<file path="src/rtl/cpu_pkg.sv">
// Shared CPU definitions: RoB tag width, no-dependency marker,
// CDB payload layout and CDB source ids.
package cpu_pkg;

  localparam int RoB_WIDTH = 3;

  // Operand tag value meaning "no producer pending".
  localparam logic [RoB_WIDTH:0] NON_DEP = {1'b1, {RoB_WIDTH{1'b0}}};

  localparam logic CDB_SRC_ALU = 1'b0;
  localparam logic CDB_SRC_LSB = 1'b1;

  typedef struct packed {
    logic [RoB_WIDTH-1:0] rob_idx;
    logic [31:0]          value;
    logic [31:0]          next_pc;
    logic                 taken;
    logic                 src;
  } cdb_pkt_t;

endpackage

</file>
<file path="src/rtl/cdb_src_fifo.sv">
// Small per-source result FIFO for the CDB arbiter.
// Ports: clk_in/rst_in, push/pop/clear, din, head data, full/empty.
module cdb_src_fifo #(
  parameter int WIDTH = 68,
  parameter int AW    = 1
) (
  input  logic             clk_in,
  input  logic             rst_in,
  input  logic             push,
  input  logic             pop,
  input  logic             clear,
  input  logic [WIDTH-1:0] din,
  output logic [WIDTH-1:0] head,
  output logic             full,
  output logic             empty
);
  import cpu_pkg::*;

  localparam int DEPTH = 1 << AW;

  logic [WIDTH-1:0] mem_q [DEPTH];
  logic [WIDTH-1:0] mem_d [DEPTH];
  logic [AW-1:0]    head_q, head_d;
  logic [AW-1:0]    tail_q, tail_d;
  logic [AW:0]      count_q, count_d;

  assign head  = mem_q[head_q];
  assign full  = (count_q == (AW+1)'(DEPTH));
  assign empty = (count_q == '0);

  always_comb begin
    mem_d   = mem_q;
    head_d  = head_q;
    tail_d  = tail_q;
    count_d = count_q;
    if (clear) begin
      head_d  = '0;
      tail_d  = '0;
      count_d = '0;
    end else begin
      if (push) begin
        mem_d[tail_q] = din;
        tail_d        = tail_q + AW'(1);
      end
      if (pop) begin
        head_d = head_q + AW'(1);
      end
      count_d = count_q + (AW+1)'(push) - (AW+1)'(pop);
    end
  end

  always_ff @(posedge clk_in or posedge rst_in) begin
    if (rst_in) begin
      for (int i = 0; i < DEPTH; i++) begin
        mem_q[i] <= '0;
      end
      head_q  <= '0;
      tail_q  <= '0;
      count_q <= '0;
    end else begin
      mem_q   <= mem_d;
      head_q  <= head_d;
      tail_q  <= tail_d;
      count_q <= count_d;
    end
  end

endmodule

</file>
<file path="src/rtl/cdb_arbiter.sv">
// Round-robin arbiter sharing the registered CDB between ALU and LSB.
// Ports: ALU/LSB result inputs with ready, cdb_* broadcast outputs.
// Macro CDB_PERF_CNT_EN adds perf_conflict/perf_stall counters.
module cdb_arbiter #(
  parameter int RoB_WIDTH = cpu_pkg::RoB_WIDTH,
  parameter int BUF_AW    = 1
) (
  input  logic                 clk_in,
  input  logic                 rst_in,
  input  logic                 rdy_in,
  input  logic                 flush_in,
  input  logic                 alu_valid,
  input  logic [RoB_WIDTH-1:0] alu_rob_idx,
  input  logic [31:0]          alu_value,
  input  logic [31:0]          alu_next_pc,
  input  logic                 alu_taken,
  output logic                 alu_ready,
  input  logic                 lsb_valid,
  input  logic [RoB_WIDTH-1:0] lsb_rob_idx,
  input  logic [31:0]          lsb_value,
  output logic                 lsb_ready,
  output logic                 cdb_valid,
  output logic [RoB_WIDTH-1:0] cdb_rob_idx,
  output logic [31:0]          cdb_value,
  output logic [31:0]          cdb_next_pc,
  output logic                 cdb_taken,
  output logic                 cdb_src
`ifdef CDB_PERF_CNT_EN
  ,
  output logic [31:0]          perf_conflict,
  output logic [31:0]          perf_stall
`endif
);
  import cpu_pkg::*;

  // Payload: {rob_idx, value, next_pc, taken}
  localparam int PW = RoB_WIDTH + 65;

  logic          act;
  logic          a_full, a_empty, l_full, l_empty;
  logic          a_push, l_push, a_pop, l_pop;
  logic [PW-1:0] a_din, l_din, a_head, l_head;

  logic          rr_q, rr_d;
  logic          cdb_valid_q, cdb_valid_d;
  logic [PW-1:0] cdb_pkt_q, cdb_pkt_d;
  logic          cdb_src_q, cdb_src_d;

  assign act       = rdy_in && !flush_in;
  assign alu_ready = !a_full && act;
  assign lsb_ready = !l_full && act;
  assign a_push    = alu_valid && alu_ready;
  assign l_push    = lsb_valid && lsb_ready;
  assign a_din     = {alu_rob_idx, alu_value, alu_next_pc, alu_taken};
  assign l_din     = {lsb_rob_idx, lsb_value, 32'h0, 1'b0};

  cdb_src_fifo #(.WIDTH(PW), .AW(BUF_AW)) u_alu_fifo (
    .clk_in (clk_in),
    .rst_in (rst_in),
    .push   (a_push),
    .pop    (a_pop),
    .clear  (flush_in),
    .din    (a_din),
    .head   (a_head),
    .full   (a_full),
    .empty  (a_empty)
  );

  cdb_src_fifo #(.WIDTH(PW), .AW(BUF_AW)) u_lsb_fifo (
    .clk_in (clk_in),
    .rst_in (rst_in),
    .push   (l_push),
    .pop    (l_pop),
    .clear  (flush_in),
    .din    (l_din),
    .head   (l_head),
    .full   (l_full),
    .empty  (l_empty)
  );

  // rr_q names the source that wins the next contention only.
  always_comb begin
    a_pop = 1'b0;
    l_pop = 1'b0;
    rr_d  = rr_q;
    if (flush_in) begin
      rr_d = 1'b0;
    end else if (rdy_in) begin
      if (!a_empty && !l_empty) begin
        a_pop = (rr_q == CDB_SRC_ALU);
        l_pop = (rr_q == CDB_SRC_LSB);
        rr_d  = ~rr_q;
      end else begin
        a_pop = !a_empty;
        l_pop = !l_empty;
      end
    end
  end

  always_comb begin
    cdb_valid_d = cdb_valid_q;
    cdb_pkt_d   = cdb_pkt_q;
    cdb_src_d   = cdb_src_q;
    if (flush_in) begin
      cdb_valid_d = 1'b0;
    end else if (rdy_in) begin
      cdb_valid_d = a_pop || l_pop;
      if (a_pop) begin
        cdb_pkt_d = a_head;
        cdb_src_d = CDB_SRC_ALU;
      end else if (l_pop) begin
        cdb_pkt_d = l_head;
        cdb_src_d = CDB_SRC_LSB;
      end
    end
  end

  always_ff @(posedge clk_in or posedge rst_in) begin
    if (rst_in) begin
      rr_q        <= 1'b0;
      cdb_valid_q <= 1'b0;
      cdb_pkt_q   <= '0;
      cdb_src_q   <= 1'b0;
    end else begin
      rr_q        <= rr_d;
      cdb_valid_q <= cdb_valid_d;
      cdb_pkt_q   <= cdb_pkt_d;
      cdb_src_q   <= cdb_src_d;
    end
  end

  assign cdb_valid   = cdb_valid_q;
  assign cdb_rob_idx = cdb_pkt_q[PW-1:65];
  assign cdb_value   = cdb_pkt_q[64:33];
  assign cdb_next_pc = cdb_pkt_q[32:1];
  assign cdb_taken   = cdb_pkt_q[0];
  assign cdb_src     = cdb_src_q;

`ifdef CDB_PERF_CNT_EN
  logic [31:0] conf_q, conf_d;
  logic [31:0] stall_q, stall_d;

  // Not cleared by flush; free-running wrap.
  always_comb begin
    conf_d  = conf_q;
    stall_d = stall_q;
    if (!a_empty && !l_empty && rdy_in) begin
      conf_d = conf_q + 32'd1;
    end
    if ((alu_valid && !alu_ready) || (lsb_valid && !lsb_ready)) begin
      stall_d = stall_q + 32'd1;
    end
  end

  always_ff @(posedge clk_in or posedge rst_in) begin
    if (rst_in) begin
      conf_q  <= '0;
      stall_q <= '0;
    end else begin
      conf_q  <= conf_d;
      stall_q <= stall_d;
    end
  end

  assign perf_conflict = conf_q;
  assign perf_stall    = stall_q;
`endif

  // Producers must not offer a result the FIFO cannot take.
  always @(posedge clk_in) begin
    if (!rst_in) begin
      assert (!(alu_valid && !alu_ready))
        else $error("alu_valid asserted while alu_ready low");
      assert (!(lsb_valid && !lsb_ready))
        else $error("lsb_valid asserted while lsb_ready low");
    end
  end

endmodule
</file>
<file path="config.mk">
export PLATFORM = sky130hd
export DESIGN_NAME = cdb_arbiter
export DESIGN_NICKNAME = d
export VERILOG_FILES = /design/src/rtl/cpu_pkg.sv /design/src/rtl/cdb_src_fifo.sv /design/src/rtl/cdb_arbiter.sv
export SDC_FILE = /design/constraint.sdc
export NUM_CORES = 1
export LEC_CHECK = 0
export CAP_MARGIN = 15
export CORE_MARGIN = 2
export CORE_UTILIZATION = 54
export CTS_BUF_LIST = sky130_fd_sc_hd__clkbuf_4 sky130_fd_sc_hd__clkbuf_8 sky130_fd_sc_hd__clkbuf_16
export CTS_CLUSTER_DIAMETER = 100
export DETAILED_ROUTE_END_ITERATION = 10
export HOLD_SLACK_MARGIN = 0.15
export PLACE_DENSITY = 0.88
export SLEW_MARGIN = 25
export SYNTH_ARGS = -nofsm -noshare
export SYNTH_HDL_FRONTEND = slang
export SYNTH_SLANG_ARGS = --single-unit
export TNS_END_PERCENT = 10
</file>
<file path="constraint.sdc">
create_clock -name clk_in -period 12.49 [get_ports clk_in]
set_input_delay 1.249 -clock clk_in [delete_from_list [all_inputs] [get_ports clk_in]]
set_output_delay 1.249 -clock clk_in [all_outputs]
set_load 0.05 [all_outputs]
</file>
==> impl_metrics.yaml, run 1 <==
outcome:
  outcome: "completed"
global_routing:
  grt_use_total: 0.228
  overflow: 0
  first_global_vias: 7996
  grt_max_degree: 132
  grt_pass1_wl_um: 43400
  grt_antenna_before_repair: 3
clocking:
  clock_latency_ps: 540
  cts_setup_buffers: 0
  cts_root_buf: "clkbuf_16"
  htreeDepth: 1
  cts_max_path_buffers: 3
  clock-sinks: 285
  cts_hold_buf: 0
  cts_tree: "yes"
  post_cts_resized: 0
  clk_pin_slew_ps: 60
  cts_buffers: 29
worst_setup_path:
  reg2reg_to: "u_lsb_fifo.count_q[1]"
  critPathCaptureType: "output pin"
  reg2reg_slack_ps: 9820
  critical_path_class: "in -> out"
  cp_max_fo: 13
  path_common_cell: "clkdlybuf4s50_1"
  path_cells: "clkdlybuf4s50_1, nand2b_1, nor2_1, clkdlybuf4s50_1"
  crit_slowest_cell: "clkdlybuf4s50_1"
  rr_startpoint: "u_alu_fifo.count_q[1]"
  crit_path_max_incr_delay_ps: 900
  cp-start-kind: "input pin"
  cp.arrival_ps: 3530
  required_ps: 11240
  r2r_cells: 8
floorplanning:
  die-area_um2: 23700
  die_w_um: 154
  ios: 181
  die_h_um: 154
  rows: 54
  core_area_um2: 22000
  start_util: 0.553
timing:
  relSlewSlack: 0.316
  rsz0062_at_grt: "false"
  period_needed_ps: 4780
  clock-skew-final_ps: 16.6
  slew_violations: 0
  setup-violations-final: 0
  period_share: 0.383
  hold_violations: 0
  timing.fmax_ghz: 0.209
  fin_setup_tns_ps: 0
  worst_pin_slew_ps: 1020
placed_design:
  dp.cells: 1226
  routabilityCongestion: 0.751
  hpwl_um: 16600
  io_buffers: 180
detailed_routing:
  via_count: 7650
  drt_iter0_markers: 392
  wl_per_cell_um: 21.1
  drt-total-wl_um: 27100
  detail-route-antenna-nets: 0
  drc: 0
  vias_per_cell: 5.96
  first_pass_iters: 4
synthesis:
  yosysTopAreaCell: "dfrtp_1"
  synth-seq-cells: 285
  yosysSeqAreaShare: 0.587
  synth-adder-area-share: 0.00309
  synth_xor_area_frac: 0.00360
  syn_area_um2: 12100
  yosys.area_share.simple: 0.0323
  yosys_warnings: 0
  ys_types: 42
  synthesis.nets: 930
  synth-compound-area-share: 0.0663
  syn_inst: 818
  synthMuxAreaShare: 0.282
  synthTopCellsByArea: "dfrtp_1, mux2_2, mux2i_1"
  syn_avg_cell_area_um2: 14.9
  yosys.area.top_type_share: 0.587
  synth_top_family_by_area: "multiplexers"
min_path:
  holdPathEnd: "cdb_pkt_q[15]"
  hold_class: "reg -> reg"
  min_path_cells: 1
  min_from: "cdb_pkt_q[15]"
final_layout:
  syn_to_final_growth_pct: 25.1
  n_fill_cell: 1518
  stdcell_count: 1283
  layout.nets: 1091
  drive_above_1_share: 0.354
pwr:
  p_per_area_nw_per_um2: 230
  power_leakage_nw: 6.48
  vdd_drop_max_mv: 0.147
job:
  cap_violations: 0
[per-stage QoR]
step	hold WS, ps	setup slack [ps]	total power (W)	instance area (um2)	utilization
floorplan	457	3380	0.00222	12100	-
global placement	469	7740	0.00258	14100	0.643
detailed placement	473	7750	0.00263	14200	0.644
CTS	491	7730	0.00351	15100	0.689
global route	501	7620	0.00365	15200	0.692
finish	486	7710	0.00349	15200	0.692
[kinds of logic (layout without fill, tap and decap cells)]
logic type               Yosys count  count (layout)
multiplexers                     309             309
flip-flops                       285             285
AO/OA/AOI/OAI                     85              85
buffers and inverters             69             253
AND/OR/NAND/NOR                   62              62
XOR/XNOR                           5               5
adder cells (fa/ha/maj)            3               3
other                              0               1
[cell type report]
cell class                      count  area, um2  area share
Antenna cell                        1       2.50    0.000165
Clock buffer                       40        852      0.0561
Clock inverter                     14        135     0.00889
Inverter                            7       33.8     0.00222
Multi-Input combinational cell    464       4740       0.312
Sequential cell                   285       7140       0.470
Tap cell                          280        350      0.0230
Timing Repair Buffer              192       1950       0.128
[Yosys cell counts]
cell / n
a21oi_1: 3
xor2_1: 3
or4_4: 1
o21bai_1: 1
mux2_1: 1
nor3_1: 3
nand4_1: 36
nor2_1: 7
nor4_4: 1
buf_2: 16
a31o_2: 1
ha_1: 3
o31a_1: 1
mux2_2: 231
xnor2_1: 2
nor2b_1: 5
o31ai_1: 1
o21ai_1: 1
mux2i_1: 68
mux2_4: 9
nand2b_1: 1
or2_0: 1
o221a_2: 35
a21bo_2: 1
o221ai_1: 1
nand4b_1: 2
o21a_1: 2
o2bb2ai_1: 33
buf_6: 4
o21ba_2: 1
nand3b_1: 1
nor4_1: 1
dfrtp_1: 285
o311ai_0: 1
and3_1: 1
or2_2: 1
inv_1: 7
a211oi_1: 1
o21ai_0: 2
clkbuf_1: 31
or3_1: 1
buf_1: 11
[state kept, by name (all words and copies together), names as in the netlist]
name and flops:
u_alu_fifo.mem_q 136, u_lsb_fifo.mem_q 70, cdb_pkt_q 68, u_alu_fifo.count_q 2, u_lsb_fifo.count_q 2, cdb_src 1, cdb_valid 1, rr_q 1
u_alu_fifo.head_q 1, u_alu_fifo.tail_q 1, u_lsb_fifo.head_q 1, u_lsb_fifo.tail_q 1
[per-layer routing]
layer / part of all wire / global-route usage
met1: 0.44 / 0.314
met2: 0.49 / 0.378
met3: 0.054 / 0.0457
met4: 0.020 / 0.0547
met5: 0.00089 / 0
[worst max path at each step]
stage	from	cells after the start	endpoint
detailed placement	flush_in	4	alu_ready
CTS	flush_in	4	alu_ready
finish	flush_in	4	alu_ready
floorplan	rst_in	1	cdb_pkt_q[0]
global placement	flush_in	4	lsb_ready
global route	flush_in	4	alu_ready
[where the power goes]
group | switching, W | internal (W)
clock | 0.000357 | 0.000519
sequential | 0.000182 | 0.00122
combinational | 0.000673 | 0.000546
total | 0.00121 | 0.00228
[worst max-delay path: cells and delay by family]
family                 cells  cell delay, ps
buffers and inverters      2            1570
AND/OR/NAND/NOR            2             710
[layout by cell type, fill, tap and decap left out, types with 2 or more instances in the layout]
master and instances:
nand4b_1 2, nor3_1 3, o21a_1 2, mux2_4 9
nor2_1 6, inv_1 6, clkbuf_8 7, xor2_1 3
xnor2_1 2, dfrtp_4 2, mux2_2 231, clkinvlp_4 3
buf_4 8, clkbuf_4 4, clkbuf_16 29, clkdlybuf4s50_1 180
ha_1 3, or2_2 2, a21oi_1 3, dfrtp_1 283
mux2i_1 68, nand4_1 36, o221a_2 35, o21ai_0 2
bufinv_16 2, nor2b_1 4, o2bb2ai_1 33, buf_16 2
clkinv_2 7
(Power assumes the default switching activity.)
==> run 2, diff against run 1 <==
- CORE_UTILIZATION: 54 -> 49
- PLACE_DENSITY: 0.88 -> 0.84
- clock period: 12.49 -> 4.19 ns (I/O delays scaled with it)
==> impl_metrics.yaml, run 2 (synthesis gave the netlist of run 1 again) <==
outcome:
  outcome: "completed"
worst_setup_path:
  path_cells: "clkdlybuf4s50_1, nand2b_1, nor2_1, clkdlybuf4s50_1"
  r2r_cells: 8
  critPathCaptureType: "output pin"
  critical_path_class: "in -> out"
  critPathLaunch: "flush_in"
  path_common_cell: "clkdlybuf4s50_1"
  cp.arrival_ps: 2610
  rr_startpoint: "u_lsb_fifo.count_q[1]"
  cp-start-kind: "input pin"
  crit_path_max_incr_delay_ps: 870
  crit_slowest_cell: "clkdlybuf4s50_1"
  required_ps: 3770
  crit_family: "buffers and inverters"
  worst-path-stages: 4
  cp_max_fo: 13
  crit_buf_inv: 2
clocking:
  cts_tree: "yes"
  cts_setup_buffers: 0
  cts_root_buf: "clkbuf_16"
  cts_hold_buf: 0
  clock-sinks: 285
  htreeDepth: 1
  cts_buffers: 30
  clock_latency_ps: 540
  cts_max_path_buffers: 3
  clk_pin_slew_ps: 60
  post_cts_resized: 0
final_layout:
  diodes: 0
  largest-register: "u_alu_fifo.mem_q"
  n_fill_cell: 1827
  syn_to_final_growth_pct: 26.4
  layout.nets: 1096
  largest_register_ffs: 136
  stdcell_count: 1332
  final_area_um2: 15400
  drive_above_1_share: 0.358
  reg_top3: "u_alu_fifo.mem_q: 136 flops, u_lsb_fifo.mem_q: 70 flops, cdb_pkt_q: 68 flops"
  final_cell_mix: "dfrtp_1, mux2_2, clkdlybuf4s50_1"
  layout_commonest_cell: "dfrtp_1"
floorplanning:
  ios: 181
  rows: 57
  die_w_um: 161
  core_area_um2: 24300
  die_h_um: 161
  die-area_um2: 26100
  start_util: 0.500
min_path:
  hold_class: "in -> async"
timing:
  period_share: 0.723
  hold_violations: 0
  rsz0062_at_grt: "false"
  relSlewSlack: 0.311
  setup_slack_ps: 1160
  fin_setup_tns_ps: 0
  period_needed_ps: 3030
  worst_pin_slew_ps: 1030
  setup-violations-final: 0
  slew_violations: 0
  timing.fmax_ghz: 0.330
  clock-skew-final_ps: 12.6
detailed_routing:
  via_count: 7585
  detail-route-antenna-nets: 0
  drt_iter0_markers: 561
  wl_per_cell_um: 20.6
  vias_per_cell: 5.69
  first_pass_iters: 4
  drc: 0
  drt-total-wl_um: 27500
global_routing:
  overflow: 0
  grt_max_degree: 100
  grt_antenna_before_repair: 0
  grt_use_total: 0.214
  first_global_vias: 8195
  grt_pass1_wl_um: 44500
pwr:
  p_total_w: 0.0106
  vdd_drop_max_mv: 0.434
  power_leakage_nw: 6.54
  p_per_area_nw_per_um2: 690
placed_design:
  routabilityCongestion: 0.734
  hpwl_um: 17000
  dpl_cell_area_um2: 14300
  dp.cells: 1275
  io_buffers: 180
  dp_slack_ps: 972
job:
  cap_violations: 0
run 2: cell types whose count changed in the layout (fill, tap and decap cells not counted), sizes merged:
| cell | change |
|---|---|
| buf | +4 |
| bufinv | +1 |
| clkbuf | +2 |
| clkinv | +2 |
| clkinvlp | -1 |
| diode | -1 |
| inv | -2 |
run 2: final timing paths:
| kind | slack (ps) | end |
|---|---|---|
| max | 1160 | lsb_ready |
| min | 370 | u_alu_fifo.mem_q[24] |
| max reg2reg | 1660 | u_lsb_fifo.count_q[1] |
| min reg2reg | 490 | cdb_pkt_q[29] |
| max in group asynchronous | 2850 | u_lsb_fifo.mem_q[116] |
| min in group clk_in | 490 | cdb_pkt_q[29] |
run 2: metal layers:
metal	track usage	vias up	routed length, um
met5	0	-	0
met1	0.287	3946	12200
li1	-	3395	-
met3	0.0470	47	1610
met4	0.0467	0	531
met2	0.358	197	13200
run 2: cell type report:
type | instances | area (um2) | area share
clock buffers | 42 | 902 | 0.0588
inverters | 7 | 30.0 | 0.00196
well taps | 324 | 405 | 0.0264
clock inverters | 14 | 166 | 0.0108
flip-flops and latches | 285 | 7140 | 0.465
repair buffers | 196 | 1970 | 0.128
multi-input cells | 464 | 4740 | 0.309
run 2: report_power, final:
group / internal [W] / switching [W] / leakage (nW) / total, W
Clock: 0.00169 / 0.00109 / 0.536 / 0.00278
Combinational: 0.00163 / 0.00198 / 2.45 / 0.00361
Sequential: 0.00363 / 0.000569 / 3.56 / 0.00420
run 2: metrics by stage:
stage / util / hold WS, ps
detailed placement: 0.586 / 473
finish: 0.631 / 367
CTS: 0.630 / 375
floorplan: - / 457
global placement: 0.586 / 468
global route: 0.631 / 402
